==> src/rtl/mu0_reg_stack.sv <==
// Parametrised LIFO register stack (WIDTH x DEPTH) with push, pop and replace; Q shows top-of-stack.
// Optional MU0_STACK_WRAP_EN: a push on a full stack overwrites the oldest entry instead of flagging Err.
module mu0_reg_stack #(
  parameter  int WIDTH = 12,
  parameter  int DEPTH = 4,
  localparam int CW    = $clog2(DEPTH + 1),
  localparam int PW    = $clog2(DEPTH)
) (
  input  logic             Clk,
  input  logic             Reset,
  input  logic             En,
  input  logic             Push,
  input  logic             Pop,
  input  logic [WIDTH-1:0] D,
  input  logic             ClrErr,
  output logic [WIDTH-1:0] Q,
  output logic [CW-1:0]    Count,
  output logic             Empty,
  output logic             Full,
  output logic             Err
);

  logic [DEPTH-1:0][WIDTH-1:0] mem;
  logic [PW-1:0]               tp, tp_inc, tp_dec, tp_nxt, wr_addr;
  logic [CW-1:0]               cnt, cnt_nxt;
  logic                        err, err_set, err_nxt, wr_en;

  assign Empty = (cnt == '0);
  assign Full  = (cnt == CW'(DEPTH));
  assign Count = cnt;
  assign Err   = err;
  assign Q     = Empty ? '0 : mem[tp];

  always_comb begin
    // Explicit wrap so DEPTH need not be a power of two.
    tp_inc  = (tp == PW'(DEPTH - 1)) ? '0 : tp + 1'b1;
    tp_dec  = (tp == '0) ? PW'(DEPTH - 1) : tp - 1'b1;
    tp_nxt  = tp;
    cnt_nxt = cnt;
    wr_en   = 1'b0;
    wr_addr = tp;
    err_set = 1'b0;
    if (En) begin
      if (Push && Pop && !Empty) begin
        wr_en = 1'b1;
      end else if (Push) begin
        if (!Full) begin
          tp_nxt  = tp_inc;
          wr_addr = tp_inc;
          wr_en   = 1'b1;
          cnt_nxt = cnt + 1'b1;
        end else begin
`ifdef MU0_STACK_WRAP_EN
          tp_nxt  = tp_inc;
          wr_addr = tp_inc;
          wr_en   = 1'b1;
`else
          err_set = 1'b1;
`endif
        end
      end else if (Pop) begin
        if (!Empty) begin
          tp_nxt  = tp_dec;
          cnt_nxt = cnt - 1'b1;
        end else begin
          err_set = 1'b1;
        end
      end
    end
    // A new error beats a simultaneous clear.
    err_nxt = err_set ? 1'b1 : ((En && ClrErr) ? 1'b0 : err);
  end

  always_ff @(posedge Clk or negedge Reset) begin
    if (!Reset) begin
      mem <= '0;
      tp  <= PW'(DEPTH - 1);
      cnt <= '0;
      err <= 1'b0;
    end else begin
      tp  <= tp_nxt;
      cnt <= cnt_nxt;
      err <= err_nxt;
      if (wr_en) mem[wr_addr] <= D;
    end
  end

endmodule

==> config.mk <==
export PLATFORM = sky130hd
export DESIGN_NAME = mu0_reg_stack
export DESIGN_NICKNAME = d
export VERILOG_FILES = /design/src/rtl/mu0_reg_stack.sv
export SDC_FILE = /design/constraint.sdc
export NUM_CORES = 1
export LEC_CHECK = 0
export BUFFER_PORTS_ARGS = -buffer_cell sky130_fd_sc_hd__buf_4
export CORE_MARGIN = 3
export CORE_UTILIZATION = 60
export CTS_CLUSTER_DIAMETER = 50
export DETAILED_ROUTE_END_ITERATION = 10
export GPL_TIMING_DRIVEN = 0
export PLACE_DENSITY_LB_ADDON = 0.25
export REMOVE_ABC_BUFFERS = 1
export SETUP_SLACK_MARGIN = 0.2
export SLEW_MARGIN = 20
export SYNTH_ARGS = -nofsm -noshare
export SYNTH_HDL_FRONTEND = slang
export SYNTH_SLANG_ARGS = --single-unit
==> constraint.sdc <==
create_clock -name Clk -period 7.3 [get_ports Clk]
set_clock_uncertainty 0.2 [all_clocks]
set_input_delay 0.365 -clock Clk [delete_from_list [all_inputs] [get_ports Clk]]
set_output_delay 0.365 -clock Clk [all_outputs]
set_load 0.02 [all_outputs]
# Word-level counts from Yosys, hierarchy flattened
# Index checks and enable logic that the tools add are counted.
# word_totals
register_bits	54
latch_bits	0
ramBits	0
rom_bits	0
inputBits	18
out_inout_bits	18
elab_cells	61
mem_count	0
# op_classes
add_sub_neg	4
multipliers	0
n_div	0
magnitude_cmp	3
n_eq_ne	4
n_shift	0
mux	31
bitwise	1
n_reduce_logical	11
# ops
op	count
48-bit bitwise mux	1
12-bit 2-to-1 mux	3
12-bit binary-select mux with 2-bit select	1
12-bit demux with 2-bit select	1
2-bit 2-to-1 mux	9
1-bit 2-to-1 mux	12
3-bit 2-to-1 mux	4
2-bit by 3-bit less-than comparator with 1-bit output, second input constant	2
5-bit AND reduction	1
1-bit logical AND	4
2-bit != test, second input constant	2
4-bit AND reduction	1
2-bit nonzero test	2
3-bit by 1-bit adder with 3-bit output, second input constant	1
3-bit equality test, second input constant	1
3-bit logical NOT	1
3-bit by 1-bit subtractor with 3-bit output, second input constant	1
2-bit by 1-bit adder with 2-bit output, second input constant	1
2-bit equality test, second input constant	1
2-bit by 1-bit >= comparator with 1-bit output, second input constant	1
2-bit logical NOT	1
2-bit by 1-bit subtractor with 2-bit output, second input constant	1
1-bit logical NOT	1
1-bit NOT	1

# Depth between registers and ports, before layout
# logic_depth
ltp_word	11
mapped_depth	8
mapped_depth_nobuf	5

# Worst setup path before layout
# No wires, ideal clock.
# synth_path
path_type	register -> register
startpoint	reg tp[0]
endpoint	reg mem[37] (netlist name)
setup_time_ps	125
arrival_time_ps	2235
required_time_ps	6975
setup_slack_ps	4740
stages_incl_launch_ff	9
n_path_buf	3
period_less_slack_ps	2560
cell_sequence	dfstp_2 > clkbuf_8 > buf_2 > inv_1 > ha_1 > mux2i_4 > nor3b_2 > buf_6 > mux2_2
# synth_via
elab_chain_len	11
word_cells_on_any_way	13
cone_classes	1 x add/sub; 2 x order compare; 1 x eq/ne; 8 x mux; 1 x reduce/logical
# synth_lines
element	line_no	rtl
start, declared	24	logic [PW-1:0] tp, tp_inc, tp_dec, tp_nxt, wr_addr;
start signal, assigned	77	tp <= PW'(DEPTH - 1);
start signal, assigned	81	tp <= tp_nxt;
2-bit by 1-bit adder with 2-bit output or 2-bit equality test (tied branches)	36	tp_inc = (tp == PW'(DEPTH - 1)) ? '0 : tp + 1'b1;
2-bit 2-to-1 mux	36	
2-bit 2-to-1 mux	-	
2-bit 2-to-1 mux	46	end else if (Push) begin
2-bit 2-to-1 mux	44	if (Push && Pop && !Empty) begin
2-bit 2-to-1 mux (*)	43	if (En) begin
2-bit by 3-bit less-than comparator with 1-bit output (not written as such) or 2-bit by 1-bit >= comparator with 1-bit output (tied branches)	84	if (wr_en) mem[wr_addr] <= D;
1-bit logical AND (not written as such)	84	
12-bit 2-to-1 mux (not written as such)	84	
12-bit demux with 2-bit select (*)	84	
48-bit bitwise mux (*)	84	
end signal, assigned	76	mem <= '0;
end signal, assigned by index	84	
end, declared	23	logic [DEPTH-1:0][WIDTH-1:0] mem;
# Mark *: on every way between the ends. The rest lies on a longest branch, timed or not.
# A chain may end at the register's enable or synchronous reset.

# Final worst setup path
# layout_path
startpoint	reg tp[0]
endpoint	reg mem[31] (netlist name)
# The elaborated chain is that of the path after synthesis.

==> impl_metrics.env <==
export IMPL_cts_root_buffer="clkbuf_8"
export IMPL_grt_usage_pct=21.46
export IMPL_grt_pass1_vias=1763
export IMPL_p_per_area_nw_per_um2=494.3
export IMPL_crit_type="reg2reg"
export IMPL_power_leakage_nw=1.436
export IMPL_slew_headroom_pct=34.79
export IMPL_hold_depth=2
export IMPL_setup_ws_ns=4.192
export IMPL_antenna_found_initial=0
export IMPL_syn_inst=186
export IMPL_crit_path_start_kind="flop"
export IMPL_yosysWarnings=0
export IMPL_synth_flop_cell="dfrtp_1"
export IMPL_row_count=24
export IMPL_yosys_top_cells_area="dfrtp_1, mux2_4, mux2_2, mux4_2, and2_1"
export IMPL_synth_edf_count=0
export IMPL_hpwl_mm=3.615
export IMPL_ys_seq_area_share_pct=48.07
export IMPL_io_buffers=35
export IMPL_drc_errors=0
export IMPL_fp_dieH_um=74.52
export IMPL_fin_hold_ws_ns=0.05050
export IMPL_synthMostInstantiatedCell="dfrtp_1"
export IMPL_htreeDepth=2
export IMPL_period_minus_slack_ns=3.108
export IMPL_yosysTopAreaCellShare_pct=46.20
export IMPL_pre_cts_slack_ns=4.018
export IMPL_layout_drive_gt1_share_pct=53.42
export IMPL_grt_max_degree=55
export IMPL_wirelength_mm=5.372
export IMPL_vias=1653
export IMPL_worstPathArrival_ns=3.12
export IMPL_hp_class="in2reg"
export IMPL_synthArstFlopShare_pct=100.0
export IMPL_synth_common_cells="dfrtp_1, mux2_2, mux2_4, mux4_2, and2_1"
export IMPL_globalRouteOverflowTotal=0
export IMPL_globalplace_congestion=0.8978
export IMPL_worstMarginPinSlew_ns=0.9771
export IMPL_numClockSinks=54
export IMPL_finalPower_mw=1.560
export IMPL_hold_violations=0
export IMPL_start_util_pct=63.37
export IMPL_required_ns=7.31
export IMPL_boundaryPins=36
export IMPL_first_iter_violations=153
export IMPL_clk_pin_slew_ns=0.10
export IMPL_worstSkewPairLatency_ns=0.31
export IMPL_synth_seq_cells=54
export IMPL_ys_types=38
export IMPL_cts_inserted_buffers=5
export IMPL_core_area_um2=4444
export IMPL_rsz0062_at_grt="no"
export IMPL_fillers=285
export IMPL_first_pass_iters=4
export IMPL_die_w_um=74.52
export IMPL_n_antenna_cell=0
export IMPL_r2r_cells=5
export IMPL_nets=239
export IMPL_status="complete, no violations"
export IMPL_tritoncts="built"
export IMPL_die_area_um2=5552
export IMPL_wire_per_inst_um=19.82
export IMPL_area_growth_pct=12.08
export IMPL_max_cap_violations=0
export IMPL_cp_end_kind="flop"
export IMPL_clockBufferDepth=2
export IMPL_peakVddDrop_mv=0.2493
export IMPL_cp_max_fo=19
export IMPL_setup_viol=0
export IMPL_synth_area_um2=2816
export IMPL_post_route_period_util_pct=42.58
export IMPL_ant_nets=0
export IMPL_setup_tns_ns=0
export IMPL_drv_slew=0
export IMPL_max_freq_mhz=321.7
export IMPL_synth_avg_cell_area_um2=15.14
export IMPL_grt_pass1_wl_mm=8.742
export IMPL_synth_area_leader_cell="dfrtp_1"
export IMPL_fin_util_pct=71.03
export IMPL_via_per_inst=6.100
-- repair_timing --
item | in CTS | in global routing
setup endpoints to repair | 0 | 0
endpoints found under the hold margin | 52 | 0
setup buffers | 0 | 0
hold buffers | 1 | 0
resized for setup | 0 | 0
-- metal layers --
metal / track usage, % / share of wire, % / vias to the layer above
li1: - / - / 733
met1: 25.63 / 40 / 860
met2: 37.46 / 53 / 51
met3: 5.135 / 5.4 / 9
met4: 8.300 / 1.7 / 0
met5: 0 / 0 / -
-- per-stage QoR --
| step | instance area (um2) | cells |
|---|---|---|
| after detailed placement | 3047 | 262 |
| after global routing | 3157 | 271 |
| after CTS | 3151 | 271 |
| after floorplan | 2719 | 175 |
| final | 3157 | 271 |
| after global placement | 3047 | 262 |
-- placed cells by master, fill, tap and decap left out, types with 2 or more instances in the layout --
master and count:
mux2_4 24, and2_1 9, buf_4 35, a21oi_1 5, xnor2_1 3, nand2_1 5
nor3b_4 2, nand3_1 2, ha_1 2, nor2_1 2, dfstp_2 2, or3_1 2
dfrtp_1 52, mux4_2 12, nand4_2 2, o21ai_0 4, clkbuf_8 5, inv_1 4
mux2_2 25, mux2i_1 2, and2_2 3
-- cell type report --
type | count | area [um2] | share of cell area [%]
Multi-Input combinational cell | 117 | 1356 | 42.96
Sequential cell | 54 | 1354 | 42.89
Timing Repair Buffer | 36 | 272.8 | 8.641
Clock buffer | 5 | 68.82 | 2.180
Tap cell | 52 | 65.06 | 2.061
Clock inverter | 3 | 25.02 | 0.7927
Inverter | 4 | 15.01 | 0.4756
-- report_power, final --
group          leakage (nW)  internal (mW)  switching [mW]
Combinational         0.745          0.470           0.321
Sequential            0.646          0.455           0.140
Clock                0.0447         0.0695           0.105
-- cells by family after synthesis --
| group | Yosys count | share of synthesized area, % |
|---|---|---|
| AO/OA/AOI/OAI | 14 | 3.021 |
| XOR/XNOR | 4 | 1.244 |
| adder cells (fa/ha/maj) | 3 | 1.599 |
| buffers and inverters | 15 | 3.998 |
| flip-flops | 54 | 48.07 |
| multiplexers | 64 | 33.90 |
| AND/OR/NAND/NOR | 32 | 8.174 |
-- worst paths after layout --
kind	startpoint	to	slack, ns
setup reg to reg	tp[0]$_DFFE_PN1P_	mem[31]$_DFFE_PN0P_	4.19
hold / removal	En	tp[1]$_DFFE_PN1P_	0.05
hold reg to reg	Err$_DFFE_PN0P_	Err$_DFFE_PN0P_	0.29
min in group asynchronous	Reset	mem[44]$_DFFE_PN0P_	0.41
max in group asynchronous	Reset	mem[46]$_DFFE_PN0P_	6.04
setup / recovery	tp[0]$_DFFE_PN1P_	mem[31]$_DFFE_PN0P_	4.19
-- sequential cells by signal, summed over array words and instances (netlist names) --
| register | cells |
|---|---|
| Count | 3 |
| Err | 1 |
| mem | 48 |
| tp | 2 |
-- worst max-delay path: stages, from the launching register on --
cell and delay, ns:
dfstp_2 0.92, inv_1 0.11, ha_1 0.42, mux2i_4 0.14, nor2_2 0.79, mux2_2 0.41
Power figures use the tool's default switching activity.
